--- src/rtl/mips_pkg.sv ---
// rtl/mips_pkg.sv - shared sequencer state enum, PC increment and jump-target field widths
package mips_pkg;

  typedef enum logic [1:0] {
    BOOT    = 2'd0,
    RUN     = 2'd1,
    STALLED = 2'd2,
    HALT    = 2'd3
  } seq_state_t;

  localparam logic [31:0] PC_INC       = 32'd4;
  localparam int          JUMP_INDEX_W = 26;
  localparam int          JUMP_SEG_W   = 4;

  // J-type target: segment of the delay-slot PC, index field, word offset
  function automatic logic [31:0] jump_target(input logic [31:0]             pc_plus4,
                                              input logic [JUMP_INDEX_W-1:0] index);
    return {pc_plus4[31:32-JUMP_SEG_W], index, 2'b00};
  endfunction

endpackage

--- src/rtl/pc_redirect_buffer.sv ---
// rtl/pc_redirect_buffer.sv - holds one redirect that arrived while the fetch PC was frozen
module pc_redirect_buffer (
  input  logic        clk,
  input  logic        rst_n,
  input  logic        load,
  input  logic [31:0] load_target,
  input  logic        clear,
  output logic        pending_valid,
  output logic [31:0] pending_target
);

  // A later redirect simply overwrites an earlier one: the last one wins
  always_ff @(posedge clk or negedge rst_n) begin
    if (!rst_n) begin
      pending_valid  <= 1'b0;
      pending_target <= 32'h0;
    end else if (load) begin
      pending_valid  <= 1'b1;
      pending_target <= load_target;
    end else if (clear) begin
      pending_valid  <= 1'b0;
    end
  end

endmodule

--- src/rtl/pc_sequencer.sv ---
// rtl/pc_sequencer.sv - MIPS fetch PC sequencer with stall buffering and misalign halt; INSTR_COUNT_EN adds a fetch counter
module pc_sequencer
  import mips_pkg::*;
#(
  parameter logic [31:0] RESET_PC         = 32'h0000_0000,
  parameter bit          HALT_ON_MISALIGN = 1'b1
) (
  input  logic                    clk,
  input  logic                    rst_n,
  input  logic                    stall_i,
  input  logic                    branch_taken_i,
  input  logic [31:0]             branch_target_i,
  input  logic                    jump_i,
  input  logic [JUMP_INDEX_W-1:0] jump_index_i,
  output logic [31:0]             pc_o,
  output logic [31:0]             pc_plus4_o,
  output logic                    fetch_valid_o,
  output logic                    halt_o,
  output logic [31:0]             instr_count_o
);

  seq_state_t  state, state_next;
  logic [31:0] pc_q, pc_next;
  logic        redir_valid;
  logic [31:0] redir_target;
  logic        apply;
  logic [31:0] apply_target;
  logic        buf_load, buf_clear;
  logic        pending_valid;
  logic [31:0] pending_target;

  assign pc_o          = pc_q;
  assign pc_plus4_o    = pc_q + PC_INC;
  assign redir_valid   = jump_i | branch_taken_i;
  assign redir_target  = jump_i ? jump_target(pc_plus4_o, jump_index_i) : branch_target_i;
  assign fetch_valid_o = (state == RUN) && !stall_i;
  assign halt_o        = (state == HALT);

  pc_redirect_buffer u_redirect_buffer (
    .clk            (clk),
    .rst_n          (rst_n),
    .load           (buf_load),
    .load_target    (redir_target),
    .clear          (buf_clear),
    .pending_valid  (pending_valid),
    .pending_target (pending_target)
  );

  always_ff @(posedge clk or negedge rst_n) begin
    if (!rst_n) begin
      state <= BOOT;
      pc_q  <= RESET_PC;
    end else begin
      state <= state_next;
      pc_q  <= pc_next;
    end
  end

  always_comb begin
    state_next   = state;
    pc_next      = pc_q;
    buf_load     = 1'b0;
    buf_clear    = 1'b0;
    apply        = 1'b0;
    apply_target = redir_target;
    case (state)
      BOOT: state_next = RUN;
      RUN: begin
        if (stall_i) begin
          state_next = STALLED;
          buf_load   = redir_valid;
        end else if (redir_valid) begin
          apply = 1'b1;
        end else begin
          pc_next = pc_plus4_o;
        end
      end
      STALLED: begin
        if (stall_i) begin
          buf_load = redir_valid;
        end else begin
          // A fresh redirect on the release cycle is newer than the buffered one
          state_next = RUN;
          buf_clear  = 1'b1;
          if (redir_valid) begin
            apply = 1'b1;
          end else if (pending_valid) begin
            apply        = 1'b1;
            apply_target = pending_target;
          end
        end
      end
      default: state_next = HALT;
    endcase
    if (apply) begin
      if ((apply_target[1:0] != 2'b00) && HALT_ON_MISALIGN) begin
        state_next = HALT;
        pc_next    = pc_q;
      end else begin
        pc_next = {apply_target[31:2], 2'b00};
      end
    end
  end

`ifdef INSTR_COUNT_EN
  logic [31:0] instr_count_q;

  always_ff @(posedge clk or negedge rst_n) begin
    if (!rst_n) begin
      instr_count_q <= 32'h0;
    end else if (fetch_valid_o) begin
      instr_count_q <= instr_count_q + 32'd1;
    end
  end

  assign instr_count_o = instr_count_q;
`else
  assign instr_count_o = 32'h0;
`endif

endmodule

--- config.mk ---
export PLATFORM = sky130hd
export DESIGN_NAME = pc_sequencer
export DESIGN_NICKNAME = d
export VERILOG_FILES = /design/src/rtl/mips_pkg.sv /design/src/rtl/pc_redirect_buffer.sv /design/src/rtl/pc_sequencer.sv
export SDC_FILE = /design/constraint.sdc
export NUM_CORES = 1
export LEC_CHECK = 0
export ABC_AREA = 0
export CAP_MARGIN = 20
export CORE_UTILIZATION = 45
export CTS_BUF_LIST = sky130_fd_sc_hd__clkbuf_16
export DETAILED_ROUTE_END_ITERATION = 10
export GPL_TIMING_DRIVEN = 0
export MAX_ROUTING_LAYER = met4
export PLACE_DENSITY = 0.89
export SLEW_MARGIN = 5
export SYNTH_ARGS = -nofsm -noshare
export SYNTH_HDL_FRONTEND = slang
export SYNTH_SLANG_ARGS = --single-unit
--- constraint.sdc ---
create_clock -name clk -period 4.6 [get_ports clk]
set_input_delay 0.69 -clock clk [delete_from_list [all_inputs] [get_ports clk]]
set_output_delay 0.69 -clock clk [all_outputs]
set_load 0.02 [all_outputs]
==> results of run 1 <==
## cells in the mapped netlist, drive strengths merged (8+ instances only)
library cell / number
o211ai: 10
nor2: 26
nor3: 9
clkbuf: 22
o21ai: 28
xor2: 9
a31oi: 10
or3: 10
o22ai: 10
a21oi: 20
dfrtp: 65
nand3: 14
nand4: 8
mux2: 35
mux2i: 18
buf: 46
xnor2: 18
inv: 12
nand2: 58
## power groups by stage
stage          Clock [mW]  Sequential, mW  Combinational [mW]
5_1_grt             0.677            1.16                2.36
6_report            0.648            1.13                2.20
3_5_place_dp            0            1.12                2.17
2_1_floorplan           0            1.20                1.20
3_3_place_gp            0            1.10                2.12
4_1_cts             0.649            1.12                2.18
## worst paths after layout
kind                                                         to  slack (ps)  cells after the start
max                                              pc_plus4_o[29]         690                      7
min                        u_redirect_buffer.pending_target[21]         460                      1
max reg2reg                                            pc_o[30]        1390                      9
min reg2reg                u_redirect_buffer.pending_target[27]         480                      2
max in group asynchronous                              state[0]        3590                      1
min in group clk           u_redirect_buffer.pending_target[27]         480                      2
## cell families (layout without fill, tap and decap cells)
kind of cell	after synthesis	in the layout	share of synthesized area [%]
AND/OR/NAND/NOR	161	161	17.7
AO/OA/AOI/OAI	119	119	17.9
buffers and inverters	81	219	10.1
flip-flops	65	65	35.3
multiplexers	53	53	12.4
XOR/XNOR	27	27	5.13
adder cells (fa/ha/maj)	5	5	1.36
other	1	36	0.0813
## area by class of cell
type	count	area [µm²]	area share, %
sequential	65	1630	25.4
tap	133	166	2.59
clock buffer	9	225	3.51
buffer	68	419	6.53
clock inverter	6	50.0	0.780
multi-input combinational	401	2650	41.3
timing repair buffer	123	1230	19.2
inverter	13	48.8	0.761
## through the flow
step	worst slack (ps)	util (%)	hold slack, ps	instances
floorplan	1600	-	394	547
global placement	763	62.3	459	803
detailed placement	837	62.2	470	803
CTS	696	65.0	487	818
global route	530	65.0	509	818
finish	694	65.0	461	818
## per-layer routing
metal  vias to the layer above  global-route usage [%]  wire (µm)
met1                      2188                    33.2       5550
met2                       262                    45.8       6890
met4                         0                    9.53        291
met3                        34                    4.50       1110
li1                       2114                       -          -
met5                         -                       -          0
## state kept, by name, summed over array words and instances, names as in the netlist
name                              cells
state                                 2
u_redirect_buffer.pending_valid       1
pc_o                                 30
u_redirect_buffer.pending_target     32
## critical path, cell delays in order (launching register included)
cell	delay [ps]
dfrtp_1	340
buf_2	170
and4_1	260
or4b_1	550
clkbuf_1	270
nor4_2	410
xnor2_1	220
clkdlybuf4s50_1	660
==> results.sh, run 1 <==
export IMPL_status="finished clean"
export IMPL_port_buffer_count=123
export IMPL_cts_tree="done"
export IMPL_slew_headroom_pct=40.2
export IMPL_cts_clk_slew_worst_paths_ps=50
export IMPL_final_cell_mix="122 x clkdlybuf4s50_1, 65 x dfrtp_1, 58 x nand2_1"
export IMPL_internal_power_mw=2.27
export IMPL_drt_initial_drc_count=374
export IMPL_vias=4598
export IMPL_seq_power_share_pct=28.4
export IMPL_vias_per_cell=5.62
export IMPL_grt_pass1_vias=4337
export IMPL_finalSetupViolations=0
export IMPL_synth_cell_types=59
export IMPL_antenna_left=0
export IMPL_grt_pass1_wl_um=21200
export IMPL_worstMarginPinSlew_ps=897
export IMPL_drc=0
export IMPL_placed_area_um2=6140
export IMPL_switching_share_pct=42.9
export IMPL_die_h_um=103
export IMPL_first_pass_iters=7
export IMPL_fp_dieArea_um2=10700
export IMPL_power_mw=3.97
export IMPL_synth_edff_count=0
export IMPL_finalMaxSlewViolations=0
export IMPL_dp_hpwl_um=10300
export IMPL_synthFlopType="dfrtp_1"
export IMPL_finalCritPeriodShare_pct=84.9
export IMPL_start_util_pct=46.8
export IMPL_layout_min_cycle_time_ps=3910
export IMPL_nNetsFinal=749
export IMPL_crit_start="pc_o[19]"
export IMPL_post_route_cell_area_um2=6410
export IMPL_cts_root_buf="clkbuf_16"
export IMPL_endpoint_kind="output pin"
export IMPL_hp_class="input pin to async pin"
export IMPL_yosys_area_top_type="dfrtp_1"
export IMPL_cp_max_fo=10
export IMPL_crit_arrival_ps=3220
export IMPL_antenna_cells=0
export IMPL_synth_area_um2=4610
export IMPL_die_x_um=103
export IMPL_post_drt_wl_per_cell_um=16.9
export IMPL_rsz0062_at_grt="no"
export IMPL_holdBufCountCts=0
export IMPL_drive_gt1_share_pct=15.2
export IMPL_crit_type="flip-flop to output pin"
export IMPL_yosys_warnings=0
export IMPL_area_growth_pct=39.1
export IMPL_antenna_found_initial=0
export IMPL_core_area_um2=9860
export IMPL_fp_row_count=36
export IMPL_leakagePower_nw=2.76
export IMPL_p_comb_share_pct=55.3
export IMPL_grtUsageTotal_pct=27.2
export IMPL_ys_seq_area_share_pct=35.3
export IMPL_cts_setup_buffers=0
export IMPL_drt_total_wl_um=13800
export IMPL_finClkSkew_ps=5.90
export IMPL_crit_path_start_kind="flip-flop"
export IMPL_fillers=796
export IMPL_ir_drop_uv=280
export IMPL_avgSynthCellArea_um2=9.01
export IMPL_async_flop_share_pct=100
export IMPL_pin_count=161
export IMPL_grt_max_degree=66
export IMPL_r2r_start="state[0]"
export IMPL_cts_path_max_buffers=2
export IMPL_clk_latency_ps=330
export IMPL_syn_inst=512
export IMPL_gp_congestion=0.902
export IMPL_ys_seq_elements=65
export IMPL_grt_remaining_overflow=0
export IMPL_htreeDepth=3
export IMPL_power_switching_mw=1.70
export IMPL_cts_sinks=65
export IMPL_required_ps=3910
export IMPL_synth_area_leaders="dfrtp_1 35%, mux2_2 8.5%, buf_4 6.2%"
export IMPL_pwr_share_clk_pct=16.3
export IMPL_post_cts_resized=0
export IMPL_final_hold_viol_count=0
export IMPL_fin_setup_tns_ps=0
export IMPL_final_common_cell="clkdlybuf4s50_1"
export IMPL_p_per_area_nw_per_um2=619
export IMPL_maxCapViolCount=0
export IMPL_netlist_area_leader_share_pct=35.3
export IMPL_cts_buffers=9
export IMPL_max_freq_mhz=256
Note: power is estimated with default switching activity, not from simulation.
==> run 2: changes to the inputs <==
- clock period: 4.6 -> 3.9 ns (I/O delays scaled with it)
==> results.sh, run 2 (synthesis gave the netlist of run 1 again) <==
export IMPL_status="finished clean"
export IMPL_holdBufCountCts=0
export IMPL_finalSetupViolations=0
export IMPL_final_cell_mix="122 x clkdlybuf4s50_1, 65 x dfrtp_1, 58 x nand2_1"
export IMPL_port_buffer_count=123
export IMPL_leakagePower_nw=2.76
export IMPL_layout_min_cycle_time_ps=3810
export IMPL_slew_headroom_pct=41.3
export IMPL_regMostFlops="u_redirect_buffer.pending_target"
export IMPL_cts_path_max_buffers=2
export IMPL_finalMaxSlewViolations=0
export IMPL_antenna_cells=0
export IMPL_pin_count=161
export IMPL_drt_total_wl_um=13800
export IMPL_cts_tree="done"
export IMPL_grt_pass1_vias=4337
export IMPL_hp_class="input pin to async pin"
export IMPL_endpoint_kind="output pin"
export IMPL_post_cts_resized=0
export IMPL_drive_gt1_share_pct=15.2
export IMPL_drt_initial_drc_count=387
export IMPL_start_util_pct=46.8
export IMPL_core_area_um2=9860
export IMPL_hold_ws_ps=360
export IMPL_area_growth_pct=39.2
export IMPL_htreeDepth=3
export IMPL_ir_drop_uv=329
export IMPL_cp_max_fo=10
export IMPL_cts_clk_slew_worst_paths_ps=50
export IMPL_grtUsageTotal_pct=27.2
export IMPL_dp_hpwl_um=10300
export IMPL_rsz0062_at_grt="no"
export IMPL_worstMarginPinSlew_ps=873
export IMPL_drc=0
export IMPL_crit_arrival_ps=3230
export IMPL_p_per_area_nw_per_um2=729
export IMPL_crit_path_start_kind="flip-flop"
export IMPL_cts_sinks=65
export IMPL_fp_row_count=36
export IMPL_maxCapViolCount=0
export IMPL_grt_max_degree=66
export IMPL_vias_per_cell=5.58
export IMPL_antenna_left=0
export IMPL_final_hold_viol_count=0
export IMPL_crit_type="flip-flop to output pin"
export IMPL_power_mw=4.68
export IMPL_finClkSkew_ps=5.39
export IMPL_final_common_cell="clkdlybuf4s50_1"
export IMPL_grt_pass1_wl_um=21200
export IMPL_first_pass_iters=5
export IMPL_grt_remaining_overflow=0
export IMPL_finalNonFillerCells=818
export IMPL_clk_latency_ps=330
export IMPL_fp_dieArea_um2=10700
export IMPL_cts_root_buf="clkbuf_16"
export IMPL_max_freq_mhz=262
export IMPL_vias=4567
export IMPL_largest_reg_flops=32
export IMPL_finalCritPeriodShare_pct=97.7
export IMPL_cts_buffers=9
export IMPL_post_drt_wl_per_cell_um=16.9
export IMPL_die_h_um=103
export IMPL_cts_setup_buffers=0
export IMPL_gp_congestion=0.902
export IMPL_nNetsFinal=749
export IMPL_antenna_found_initial=0
export IMPL_fin_setup_tns_ps=0
export IMPL_placed_cells=803
export IMPL_required_ps=3310
export IMPL_die_x_um=103
==> run 2: cell counts in the layout (fill, tap and decap cells not counted) <==
No cell type changed its count.
==> run 2: cell type report <==
cell class                 count  area [µm²]
tap                          133         166
clock buffer                   9         225
timing repair buffer         123        1230
clock inverter                 6        50.0
buffer                        68         419
fill                         794        3440
multi-input combinational    401        2660
inverter                      13        48.8
sequential                    65        1630
==> run 2: stage by stage <==
stage	utilization (%)	area [µm²]	setup WS [ps]
after global routing	65.1	6420	12.5
after detailed placement	62.2	6140	242
final	65.1	6420	88.3
after global placement	62.3	6140	168
after CTS	65.0	6410	101
after floorplan	-	4740	1010
==> run 2: path summary, 6_finish.rpt <==
kind	start	endpoint	slack, ps	cells past startpoint
worst max-delay path	pc_o[19]	pc_plus4_o[31]	90	7
worst min-delay path	rst_n	u_redirect_buffer.pending_target[21]	360	1
worst max register to register	state[0]	pc_o[30]	700	9
worst min register to register	u_redirect_buffer.pending_target[27]	u_redirect_buffer.pending_target[27]	480	2
max in group asynchronous	rst_n	u_redirect_buffer.pending_target[2]	3010	1
min in group clk	u_redirect_buffer.pending_target[27]	u_redirect_buffer.pending_target[27]	480	2
==> run 2: power breakdown <==
group          total (mW)  switching [mW]  internal (mW)
Sequential           1.33           0.327           1.00
Combinational        2.59            1.40           1.19
Clock               0.765           0.285          0.480
==> run 2: routing by layer <==
layer | wire (µm) | track usage [%] | up-vias | part of all wire (%)
li1 | - | - | 2121 | -
met1 | 5570 | 33.2 | 2162 | 40
met2 | 6830 | 45.8 | 258 | 49
met3 | 1120 | 4.50 | 26 | 8.1
met4 | 281 | 9.53 | 0 | 2.0
met5 | 0 | - | - | 0
==> run 2: critical path: stages (launching register included) <==
cell and delay, ps:
dfrtp_1 340, buf_2 170, and4_1 260, or4b_1 560, clkbuf_1 300, nor4_2 410
xnor2_1 210, clkdlybuf4s50_1 650
==> run 3: changes to the inputs <==
- SETUP_SLACK_MARGIN: unset -> 0.1
==> results.sh, run 3 (synthesis gave the netlist of run 1 again) <==
export IMPL_status="finished clean"
export IMPL_grt_remaining_overflow=0
export IMPL_power_mw=4.69
export IMPL_finalNonFillerCells=818
export IMPL_grt_pass1_vias=4337
export IMPL_critPathTopFamily="simple AND/OR/NAND/NOR gates"
export IMPL_drt_initial_drc_count=369
export IMPL_antenna_found_initial=0
export IMPL_final_hold_viol_count=0
export IMPL_start_util_pct=46.8
export IMPL_grtUsageTotal_pct=27.2
export IMPL_hp_class="input pin to async pin"
export IMPL_vias_per_cell=5.62
export IMPL_port_buffer_count=123
export IMPL_pre_cts_slack_ps=242
export IMPL_nNetsFinal=749
export IMPL_pin_count=161
export IMPL_finalCritPeriodShare_pct=95.1
export IMPL_finalMaxSlewViolations=0
export IMPL_core_area_um2=9860
export IMPL_antenna_cells=0
export IMPL_post_route_util_pct=65.4
export IMPL_finClkSkew_ps=6.91
export IMPL_crit_chain="and4_1 -> or4b_1 -> clkbuf_2 -> or3_1 -> xnor2_1 -> clkdlybuf4s50_1"
export IMPL_cts_sinks=65
export IMPL_placed_area_um2=6140
export IMPL_regMostFlops="u_redirect_buffer.pending_target"
export IMPL_vias=4599
export IMPL_crit_path_start_kind="flip-flop"
export IMPL_die_x_um=103
export IMPL_crit_type="flip-flop to output pin"
export IMPL_gp_congestion=0.902
export IMPL_cts_buffers=9
export IMPL_grt_max_degree=66
export IMPL_fin_setup_tns_ps=0
export IMPL_layout_min_cycle_time_ps=3710
export IMPL_holdBufCountCts=0
export IMPL_htreeDepth=3
export IMPL_fp_row_count=36
export IMPL_maxCapViolCount=0
export IMPL_r2r_cells=9
export IMPL_required_ps=3310
export IMPL_hold_ws_ps=360
export IMPL_final_cell_mix="121 x clkdlybuf4s50_1, 64 x dfrtp_1, 58 x nand2_1"
export IMPL_endpoint_kind="output pin"
export IMPL_cpMaxStageDelayCell="clkdlybuf4s50_1"
export IMPL_cts_root_buf="clkbuf_16"
export IMPL_drt_total_wl_um=13900
export IMPL_placed_cells=803
export IMPL_cts_path_max_buffers=2
export IMPL_clk_latency_ps=330
export IMPL_dp_hpwl_um=10300
export IMPL_cts_tree="done"
export IMPL_cp_max_fo=10
export IMPL_post_drt_wl_per_cell_um=16.9
export IMPL_rrSetupSlack_ps=680
export IMPL_largest_reg_flops=32
export IMPL_r2r_end="pc_o[30]"
export IMPL_finalWorstSetupSlack_ps=191
export IMPL_rsz0062_at_grt="no"
export IMPL_leakagePower_nw=2.78
export IMPL_fillers=795
export IMPL_finalSetupViolations=0
export IMPL_max_freq_mhz=270
export IMPL_cts_clk_slew_worst_paths_ps=50
export IMPL_register_area_um2=1630
export IMPL_cpPeakStageDelay_ps=620
export IMPL_crit_cells=6
export IMPL_crit_buf_inv=2
export IMPL_multiInputGateArea_um2=2680
export IMPL_area_growth_pct=39.8
export IMPL_drive_gt1_share_pct=15.8
export IMPL_first_pass_iters=6
export IMPL_slew_headroom_pct=38.9
export IMPL_post_route_cell_area_um2=6450
export IMPL_die_h_um=103
export IMPL_fp_dieArea_um2=10700
export IMPL_antenna_left=0
export IMPL_drc=0
export IMPL_worstMarginPinSlew_ps=908
export IMPL_grt_pass1_wl_um=21200
export IMPL_crit_arrival_ps=3120
export IMPL_p_per_area_nw_per_um2=727
export IMPL_final_common_cell="clkdlybuf4s50_1"
export IMPL_r2r_start="state[0]"
export IMPL_ir_drop_uv=329
[run 3: changes by cell type in the layout (fill, tap and decap cells not counted), sizes merged]
| cell | change |
|---|---|
| clkdlybuf4s50 | -1 |
| dlymetal6s2s | +1 |
[run 3: area by class of cell]
type                    count  share of cell area [%]
plain buffers              68                    6.52
clock buffers               9                    3.49
clock inverters             6                   0.776
inverters                  13                   0.757
multi-input cells         401                    41.5
flip-flops and latches     65                    25.2
well taps                 133                    2.58
repair buffers            123                    19.1
[run 3: timing repair]
| action | 4_1_cts | 5_1_grt |
|---|---|---|
| setup endpoints to repair | 0 | 7 |
| setup buffers | 0 | 0 |
| resized for setup | 0 | 8 |
[run 3: worst reg2reg max path: cells and delay by family, from the launching register on]
family | cells | cell delay (ps)
AO/OA/AOI/OAI | 3 | 1110
adder cells (fa/ha/maj) | 1 | 150
buffers and inverters | 3 | 520
flip-flops | 1 | 410
AND/OR/NAND/NOR | 2 | 940
[run 3: worst max-delay path by stage]
stage,from,to,slack (ps)
CTS,pc_o[19],pc_plus4_o[29],100
floorplan,pc_o[19],pc_plus4_o[26],1010
global placement,rst_n,u_redirect_buffer.pending_target[4],170
detailed placement,jump_i,pc_o[13],240
finish,pc_o[20],pc_plus4_o[26],190
global route,pc_o[19],pc_plus4_o[26],110
[run 3: power breakdown]
part	internal [mW]	switching [mW]
logic	1.19	1.40
registers	1.00	0.331
clock network	0.480	0.283
[run 3: per-layer routing]
| metal | wire length (µm) | track usage [%] |
|---|---|---|
| met5 | 0 | - |
| met4 | 274 | 9.53 |
| met3 | 981 | 4.50 |
| met2 | 6900 | 45.8 |
| met1 | 5700 | 33.2 |
